===== src/rtl/aibcr3_dcc_intp_therm_ramp_if.sv =====
// rtl/aibcr3_dcc_intp_therm_ramp_if.sv - control/status bundle for the DCC interpolator thermometer ramp
interface aibcr3_dcc_intp_therm_ramp_if #(
    parameter int GRAY_W = 3
);
    localparam int THERM_W = (1 << GRAY_W) - 1;

    logic [GRAY_W-1:0]  gray;
    logic               upd_en;
    logic               hold;
    logic               iSE;
    logic               iSI;
    logic               SOOUT;
    logic [THERM_W-1:0] sp;
    logic [THERM_W-1:0] sn;
    logic               busy;
    logic               done;
    logic               therm_err;

    modport master (
        output gray, upd_en, hold, iSE, iSI,
        input  SOOUT, sp, sn, busy, done, therm_err
    );

    modport slave (
        input  gray, upd_en, hold, iSE, iSI,
        output SOOUT, sp, sn, busy, done, therm_err
    );
endinterface


===== src/rtl/aibcr3_dcc_intp_therm_ramp.sv =====
// rtl/aibcr3_dcc_intp_therm_ramp.sv - gray-to-thermometer interpolator code register with rate-limited ramp
module aibcr3_dcc_intp_therm_ramp #(
    parameter int GRAY_W   = 3,
    parameter int STEP_DIV = 4
) (
    input  logic                     CLKIN,
    input  logic                     PDb,
    aibcr3_dcc_intp_therm_ramp_if.slave bus
);
    localparam int THERM_W = (1 << GRAY_W) - 1;
    localparam int CNT_W   = (STEP_DIV > 1) ? $clog2(STEP_DIV) : 1;
    localparam logic [CNT_W-1:0] CNT_LAST = CNT_W'(STEP_DIV - 1);

    logic [GRAY_W-1:0]  tgt;
    logic [THERM_W-1:0] sp_q;
    logic [CNT_W-1:0]   cnt;
    logic               done_q;
    logic               err_q;

    logic [THERM_W-1:0] tgt_therm;
    logic [THERM_W-1:0] edge_bits;
    logic [THERM_W-1:0] sp_step;
    logic [THERM_W-1:0] sp_nxt;
    logic [CNT_W-1:0]   cnt_nxt;
    logic               done_nxt;
    logic               err_nxt;
    logic               sp_valid;
    logic               at_tgt;
    logic               step_up;

    function automatic logic [GRAY_W-1:0] gray_to_bin(input logic [GRAY_W-1:0] g);
        logic [GRAY_W-1:0] b;
        b[GRAY_W-1] = g[GRAY_W-1];
        for (int i = GRAY_W - 2; i >= 0; i--) begin
            b[i] = b[i+1] ^ g[i];
        end
        return b;
    endfunction

    // Bit i is set when its index lies below the binary level, i.e. (1<<b)-1 without overflow.
    function automatic logic [THERM_W-1:0] bin_to_therm(input logic [GRAY_W-1:0] b);
        logic [THERM_W-1:0] t;
        for (int i = 0; i < THERM_W; i++) begin
            t[i] = (i < int'(b));
        end
        return t;
    endfunction

    // Target decodes from the registered setting only, so busy never sees gray combinationally.
    assign tgt_therm = bin_to_therm(gray_to_bin(tgt));
    assign edge_bits = sp_q & ~(sp_q << 1);
    assign sp_valid  = (edge_bits[THERM_W-1:1] == '0);
    assign at_tgt    = (sp_q == tgt_therm);
    assign step_up   = |(tgt_therm & ~sp_q);
    assign sp_step   = step_up ? {sp_q[THERM_W-2:0], 1'b1} : {1'b0, sp_q[THERM_W-1:1]};

    always_comb begin
        sp_nxt   = sp_q;
        cnt_nxt  = cnt;
        done_nxt = 1'b0;
        err_nxt  = err_q;
        if (bus.iSE) begin
            sp_nxt = {sp_q[THERM_W-2:0], bus.iSI};
        end else if (!bus.hold) begin
            if (!sp_valid) begin
                sp_nxt  = tgt_therm;
                err_nxt = 1'b1;
                cnt_nxt = '0;
            end else if (at_tgt) begin
                cnt_nxt = '0;
            end else if (cnt == CNT_LAST) begin
                sp_nxt   = sp_step;
                cnt_nxt  = '0;
                done_nxt = (sp_step == tgt_therm);
            end else begin
                cnt_nxt = cnt + 1'b1;
            end
        end
    end

    always_ff @(posedge CLKIN) begin
        if (!PDb) begin
            sp_q   <= '0;
            cnt    <= '0;
            done_q <= 1'b0;
            err_q  <= 1'b0;
        end else begin
            sp_q   <= sp_nxt;
            cnt    <= cnt_nxt;
            done_q <= done_nxt;
            err_q  <= err_nxt;
        end
    end

    // A new setting captured on a step edge only steers the ramp from the following cycle.
    always_ff @(posedge CLKIN) begin
        if (!PDb) begin
            tgt <= '0;
        end else if (bus.upd_en && !bus.iSE) begin
            tgt <= bus.gray;
        end
    end

    assign bus.sp        = sp_q;
    assign bus.sn        = ~sp_q;
    assign bus.SOOUT     = sp_q[THERM_W-1];
    assign bus.busy      = !at_tgt;
    assign bus.done      = done_q;
    assign bus.therm_err = err_q;
endmodule


===== src/flat_wrapper.sv =====
// flat-port wrapper written by rule: the top's interface ports become plain ports
module aibcr3_dcc_intp_therm_ramp_flat 
#(
    parameter int GRAY_W   = 3,
    parameter int STEP_DIV = 4
)
  (CLKIN, PDb, bus_gray, bus_upd_en, bus_hold, bus_iSE, bus_iSI, bus_SOOUT, bus_sp, bus_sn, bus_busy, bus_done, bus_therm_err);
  aibcr3_dcc_intp_therm_ramp_if #(.GRAY_W(GRAY_W)) bus_i ();
  input  logic CLKIN;
  input  logic PDb;
  input wire logic [$bits(bus_i.gray)-1:0] bus_gray;
  input wire logic [$bits(bus_i.upd_en)-1:0] bus_upd_en;
  input wire logic [$bits(bus_i.hold)-1:0] bus_hold;
  input wire logic [$bits(bus_i.iSE)-1:0] bus_iSE;
  input wire logic [$bits(bus_i.iSI)-1:0] bus_iSI;
  output wire logic [$bits(bus_i.SOOUT)-1:0] bus_SOOUT;
  output wire logic [$bits(bus_i.sp)-1:0] bus_sp;
  output wire logic [$bits(bus_i.sn)-1:0] bus_sn;
  output wire logic [$bits(bus_i.busy)-1:0] bus_busy;
  output wire logic [$bits(bus_i.done)-1:0] bus_done;
  output wire logic [$bits(bus_i.therm_err)-1:0] bus_therm_err;
  assign bus_i.gray = bus_gray;
  assign bus_i.upd_en = bus_upd_en;
  assign bus_i.hold = bus_hold;
  assign bus_i.iSE = bus_iSE;
  assign bus_i.iSI = bus_iSI;
  assign bus_SOOUT = bus_i.SOOUT;
  assign bus_sp = bus_i.sp;
  assign bus_sn = bus_i.sn;
  assign bus_busy = bus_i.busy;
  assign bus_done = bus_i.done;
  assign bus_therm_err = bus_i.therm_err;
  aibcr3_dcc_intp_therm_ramp #(.GRAY_W(GRAY_W), .STEP_DIV(STEP_DIV)) u_core (.CLKIN(CLKIN), .PDb(PDb), .bus(bus_i));
endmodule

===== config.mk =====
export PLATFORM = sky130hd
export DESIGN_NAME = aibcr3_dcc_intp_therm_ramp_flat
export DESIGN_NICKNAME = d
export VERILOG_FILES = /design/src/rtl/aibcr3_dcc_intp_therm_ramp_if.sv /design/src/rtl/aibcr3_dcc_intp_therm_ramp.sv /design/src/flat_wrapper.sv
export SDC_FILE = /design/constraint.sdc
export NUM_CORES = 1
export LEC_CHECK = 0
export ABC_AREA = 1
export CAP_MARGIN = 10
export CORE_MARGIN = 2
export CORE_UTILIZATION = 51
export DETAILED_ROUTE_END_ITERATION = 16
export HOLD_SLACK_MARGIN = 0.15
export PLACE_DENSITY = 0.85
export SLEW_MARGIN = 20
export SYNTH_ARGS = -nofsm -noshare
export SYNTH_HDL_FRONTEND = slang
export SYNTH_SLANG_ARGS = --single-unit

===== constraint.sdc =====
create_clock -name CLKIN -period 3 [get_ports CLKIN]
set_clock_uncertainty 0.15 [all_clocks]
set_input_delay 0.75 -clock CLKIN [delete_from_list [all_inputs] [get_ports CLKIN]]
set_output_delay 0.75 -clock CLKIN [all_outputs]
set_load 0.005 [all_outputs]

==> results.rst <==
.. list-table::
   :header-rows: 1

   * - Metric
     - Value
   * - Fraction of final layout cells sized beyond drive strength 1
     - 0.226
   * - Reg area
     - roughly 280 sq um
   * - Peak VDD IR
     - approximately 0.46 mV
   * - Sort of element at the start of the critical path
     - register
   * - Clock Pin Slew Worst Setup and Hold Paths
     - approximately 0.11 ns
   * - Count of endpoints failing setup in the final report
     - 1
   * - P per Cell Area
     - 512 nW/um^2
   * - Data required time of the worst path
     - roughly 2.1 ns
   * - Core region area
     - 2450 sq um
   * - Met1 track utilization from global routing
     - 0.351
   * - FP Rows
     - 18
   * - Final Core Density
     - 0.774
   * - Skew-Pair Late Insertion Delay
     - 0.31 ns
   * - Final max-slew violation count
     - 0
   * - Die Wd
     - around 55 um
   * - Number of antenna violations at the first check in global routing
     - 0
   * - Number of buffers on the longest clock path
     - 2
   * - Summed instance area of the synthesized netlist
     - between 1000 and 1500 sq um
   * - Maxcap violations
     - 0
   * - Detailed-route via count
     - 1741
   * - Result of the run
     - finished with violations
   * - Worst setup path class
     - reg2out
   * - Maximum net fanout on the critical path
     - 4
   * - Average via count per standard cell
     - ~5.7
   * - Max-Slew Margin vs Limit
     - 0.625
   * - Multi-input gate area in the final layout
     - between 900 and 1000 sq um
   * - Layout Cell Area excl Fill
     - roughly 1900 sq um
   * - Fraction of the yosys area taken by sequential cells
     - 0.215
   * - First-pass GRT wire length
     - ~6900 um
   * - Number of warnings printed during yosys synthesis
     - 0
   * - Filler cell count in the final layout
     - between 150 and 200
   * - Most common cell after layout, fill and taps aside
     - sky130_fd_sc_hd__nand2_1
   * - NumNets Final
     - between 200 and 300
   * - Maximum frequency from static timing analysis
     - approximately 330 MHz
   * - Combined global-route utilization of all metal layers
     - 0.333
   * - DRC errors left
     - 0
   * - Number of distinct standard cells referenced by the synthesized netlist
     - 23
   * - Post-synth top area share
     - 0.215
   * - Number of iterations in the first detailed-routing pass
     - 5
   * - Mean instance size in the synthesized netlist
     - 5.93 sq um
   * - Post-placement cell count
     - ~290
   * - Most used cells in the layout excluding fill and tap cells
     - 68 x sky130_fd_sc_hd__nand2_1, 32 x sky130_fd_sc_hd__nor2_1, 26 x sky130_fd_sc_hd__buf_4
   * - Global-route layer with the greatest usage
     - met2
   * - Number of diodes
     - 0
   * - Number of standard cells after synthesis
     - 220
   * - Initial standard-cell utilization of the core
     - 0.531
   * - Largest net degree at the start of global routing
     - 14
   * - Gp weighted congestion
     - 0.972
   * - Overflow left after global routing
     - 0
   * - Depth of the CTS H-tree
     - 1
   * - Pleak
     - 0.920 nW
   * - Class of the most critical hold timing path
     - reg2reg
   * - Smallest hold slack
     - approximately 0.34 ns
   * - Count of antenna-violating nets left after detailed routing
     - 0
   * - Layout-stage area growth over the synthesis result
     - 45.7%
   * - Non-filler instance count after layout
     - ~300
   * - Drt initial violations
     - about 130
   * - Post-DR wirelength/cell
     - 15.6 um
   * - Root Buffer Master
     - sky130_fd_sc_hd__clkbuf_4
   * - CTS tree
     - yes
   * - RSZ-0062 raised after global routing
     - yes
   * - Post-synthesis net count
     - 242
   * - Area of placed instances
     - between 1500 and 2000 sq um
   * - Transition time at the pin with the least slew margin
     - 0.561 ns
   * - Failing checks
     - setup timing
   * - Die span in y
     - roughly 55 um
   * - Element type at the critical path end
     - primary output
   * - Number of buffers created by CTS
     - 3
   * - Endpoints failing hold
     - 0
   * - Sinks on the clock net
     - 14
   * - Flip-flop and latch count after synthesis
     - 14
   * - Vias in the first global route
     - ~1.6k
   * - Post-detail-place hpwl
     - ~2800 um
   * - Number of buffers inserted by hold repair at cts
     - 0
   * - Portion of the clock cycle consumed by the worst path in the final layout
     - 1.01
   * - Top-Level Pins
     - 27
   * - Most area-hungry cell type in the Yosys netlist
     - sky130_fd_sc_hd__dfxtp_1
   * - DRT Wirelength
     - approximately 4700 um
   * - Count of buffers from port buffering
     - 26
   * - Final WS setup
     - -0.0405 ns
   * - Met3 track demand over resource
     - 0.0710
   * - Full die area
     - just under 3000 sq um
   * - Data arrival time at the worst-slack endpoint
     - ~2.1 ns
   * - Ranking of synthesized cells by area
     - sky130_fd_sc_hd__dfxtp_1 21%, sky130_fd_sc_hd__nand2_1 20%, sky130_fd_sc_hd__ha_1 12%, sky130_fd_sc_hd__nor2_1 9.8%, sky130_fd_sc_hd__inv_1 8.1%
   * - Time the final worst path needs with I/O delays and setup
     - slightly above 3 ns
   * - Met2 usage
     - 0.592
## synthesized netlist by cell type
master and instances:
sky130_fd_sc_hd__dfxtp_1 14, sky130_fd_sc_hd__nor3_1 3, sky130_fd_sc_hd__clkinv_1 1, sky130_fd_sc_hd__a21oi_2 1, sky130_fd_sc_hd__nand2_2 3, sky130_fd_sc_hd__nor2_8 1
sky130_fd_sc_hd__buf_4 1, sky130_fd_sc_hd__nand4_1 3, sky130_fd_sc_hd__nand2_4 1, sky130_fd_sc_hd__o21ai_2 2, sky130_fd_sc_hd__o21ai_0 10, sky130_fd_sc_hd__xor2_1 1
sky130_fd_sc_hd__inv_1 28, sky130_fd_sc_hd__nand3_1 9, sky130_fd_sc_hd__nand3_2 2, sky130_fd_sc_hd__buf_2 1, sky130_fd_sc_hd__nand2_1 71, sky130_fd_sc_hd__inv_2 2
sky130_fd_sc_hd__ha_1 13, sky130_fd_sc_hd__buf_6 1, sky130_fd_sc_hd__nor2_1 34, sky130_fd_sc_hd__nand3b_1 1, sky130_fd_sc_hd__a21oi_1 17
## stage by stage
stage	total power (W)	TNS [ns]	setup slack (ns)
3_3_place_gp	0.000720	-0.0347	-0.0347
4_1_cts	0.000912	0	0.00334
3_5_place_dp	0.000729	-0.129	-0.129
2_1_floorplan	0.000555	0	0.277
5_1_grt	0.00103	-0.130	-0.130
6_report	0.000973	-0.0405	-0.0405
## worst max-delay path: stages (launching register included)
cell                       delay (ns)
sky130_fd_sc_hd__dfxtp_2         0.37
sky130_fd_sc_hd__inv_2           0.05
sky130_fd_sc_hd__ha_4            0.26
sky130_fd_sc_hd__inv_2           0.03
sky130_fd_sc_hd__nand2_2         0.07
sky130_fd_sc_hd__nand2_4         0.09
sky130_fd_sc_hd__o21ai_2         0.15
sky130_fd_sc_hd__inv_1           0.06
sky130_fd_sc_hd__ha_1            0.31
sky130_fd_sc_hd__nand2_1         0.07
sky130_fd_sc_hd__nor2_2          0.09
sky130_fd_sc_hd__nand3b_1        0.12
sky130_fd_sc_hd__buf_2           0.16
## flip-flops by register name (all words and copies together), names as in the netlist
register              cells
u_core.bus.sp             7
u_core.cnt                2
u_core.tgt                3
u_core.bus.therm_err      1
u_core.bus.done           1
## final timing paths
check	cells past startpoint	start	slack [ns]	end
hold / removal	2	u_core.cnt[1]	0.34	u_core.cnt[1]
setup reg to reg	16	u_core.tgt[2]	0.10	u_core.bus.done
hold reg to reg	2	u_core.cnt[1]	0.34	u_core.cnt[1]
setup / recovery	12	u_core.tgt[2]	-0.04	bus_busy
## area by class of cell
cell class,instances,area share
tap,30,0.0198
clock buffer,4,0.0191
multi-input combinational,172,0.508
sequential,14,0.149
timing repair buffer,53,0.243
inverter,31,0.0613
## layer usage
layer,wire length [um],part of all wire
met5,0,0
met4,357,0.075
met3,449,0.095
met2,2300,0.49
met1,1630,0.34
## cell families after synthesis
logic type,after synthesis,share of synthesized area
adders and majority gates,13,0.125
and+or+nand+nor,128,0.422
DFF,14,0.215
xor gates and xnor gates,1,0.00672
AOI/OAI and AO/OA,30,0.124
buffers and inverters,34,0.107
## report_power, final
part	switching (W)	leakage, nW	internal, W	total, W
Combinational	0.000345	0.784	0.000243	0.000588
Clock	0.0000794	0.0210	0.0000742	0.000154
Sequential	0.0000245	0.116	0.000207	0.000232
## timing repair
item / 4_1_cts / 5_1_grt
buffers inserted: 13 / 2
endpoints found under the setup margin: 1 / 2
endpoints found under the hold margin: 0 / 0
gates resized for setup: 22 / 7
pin swaps: 7 / 7
Power figures use the tool's default switching activity.
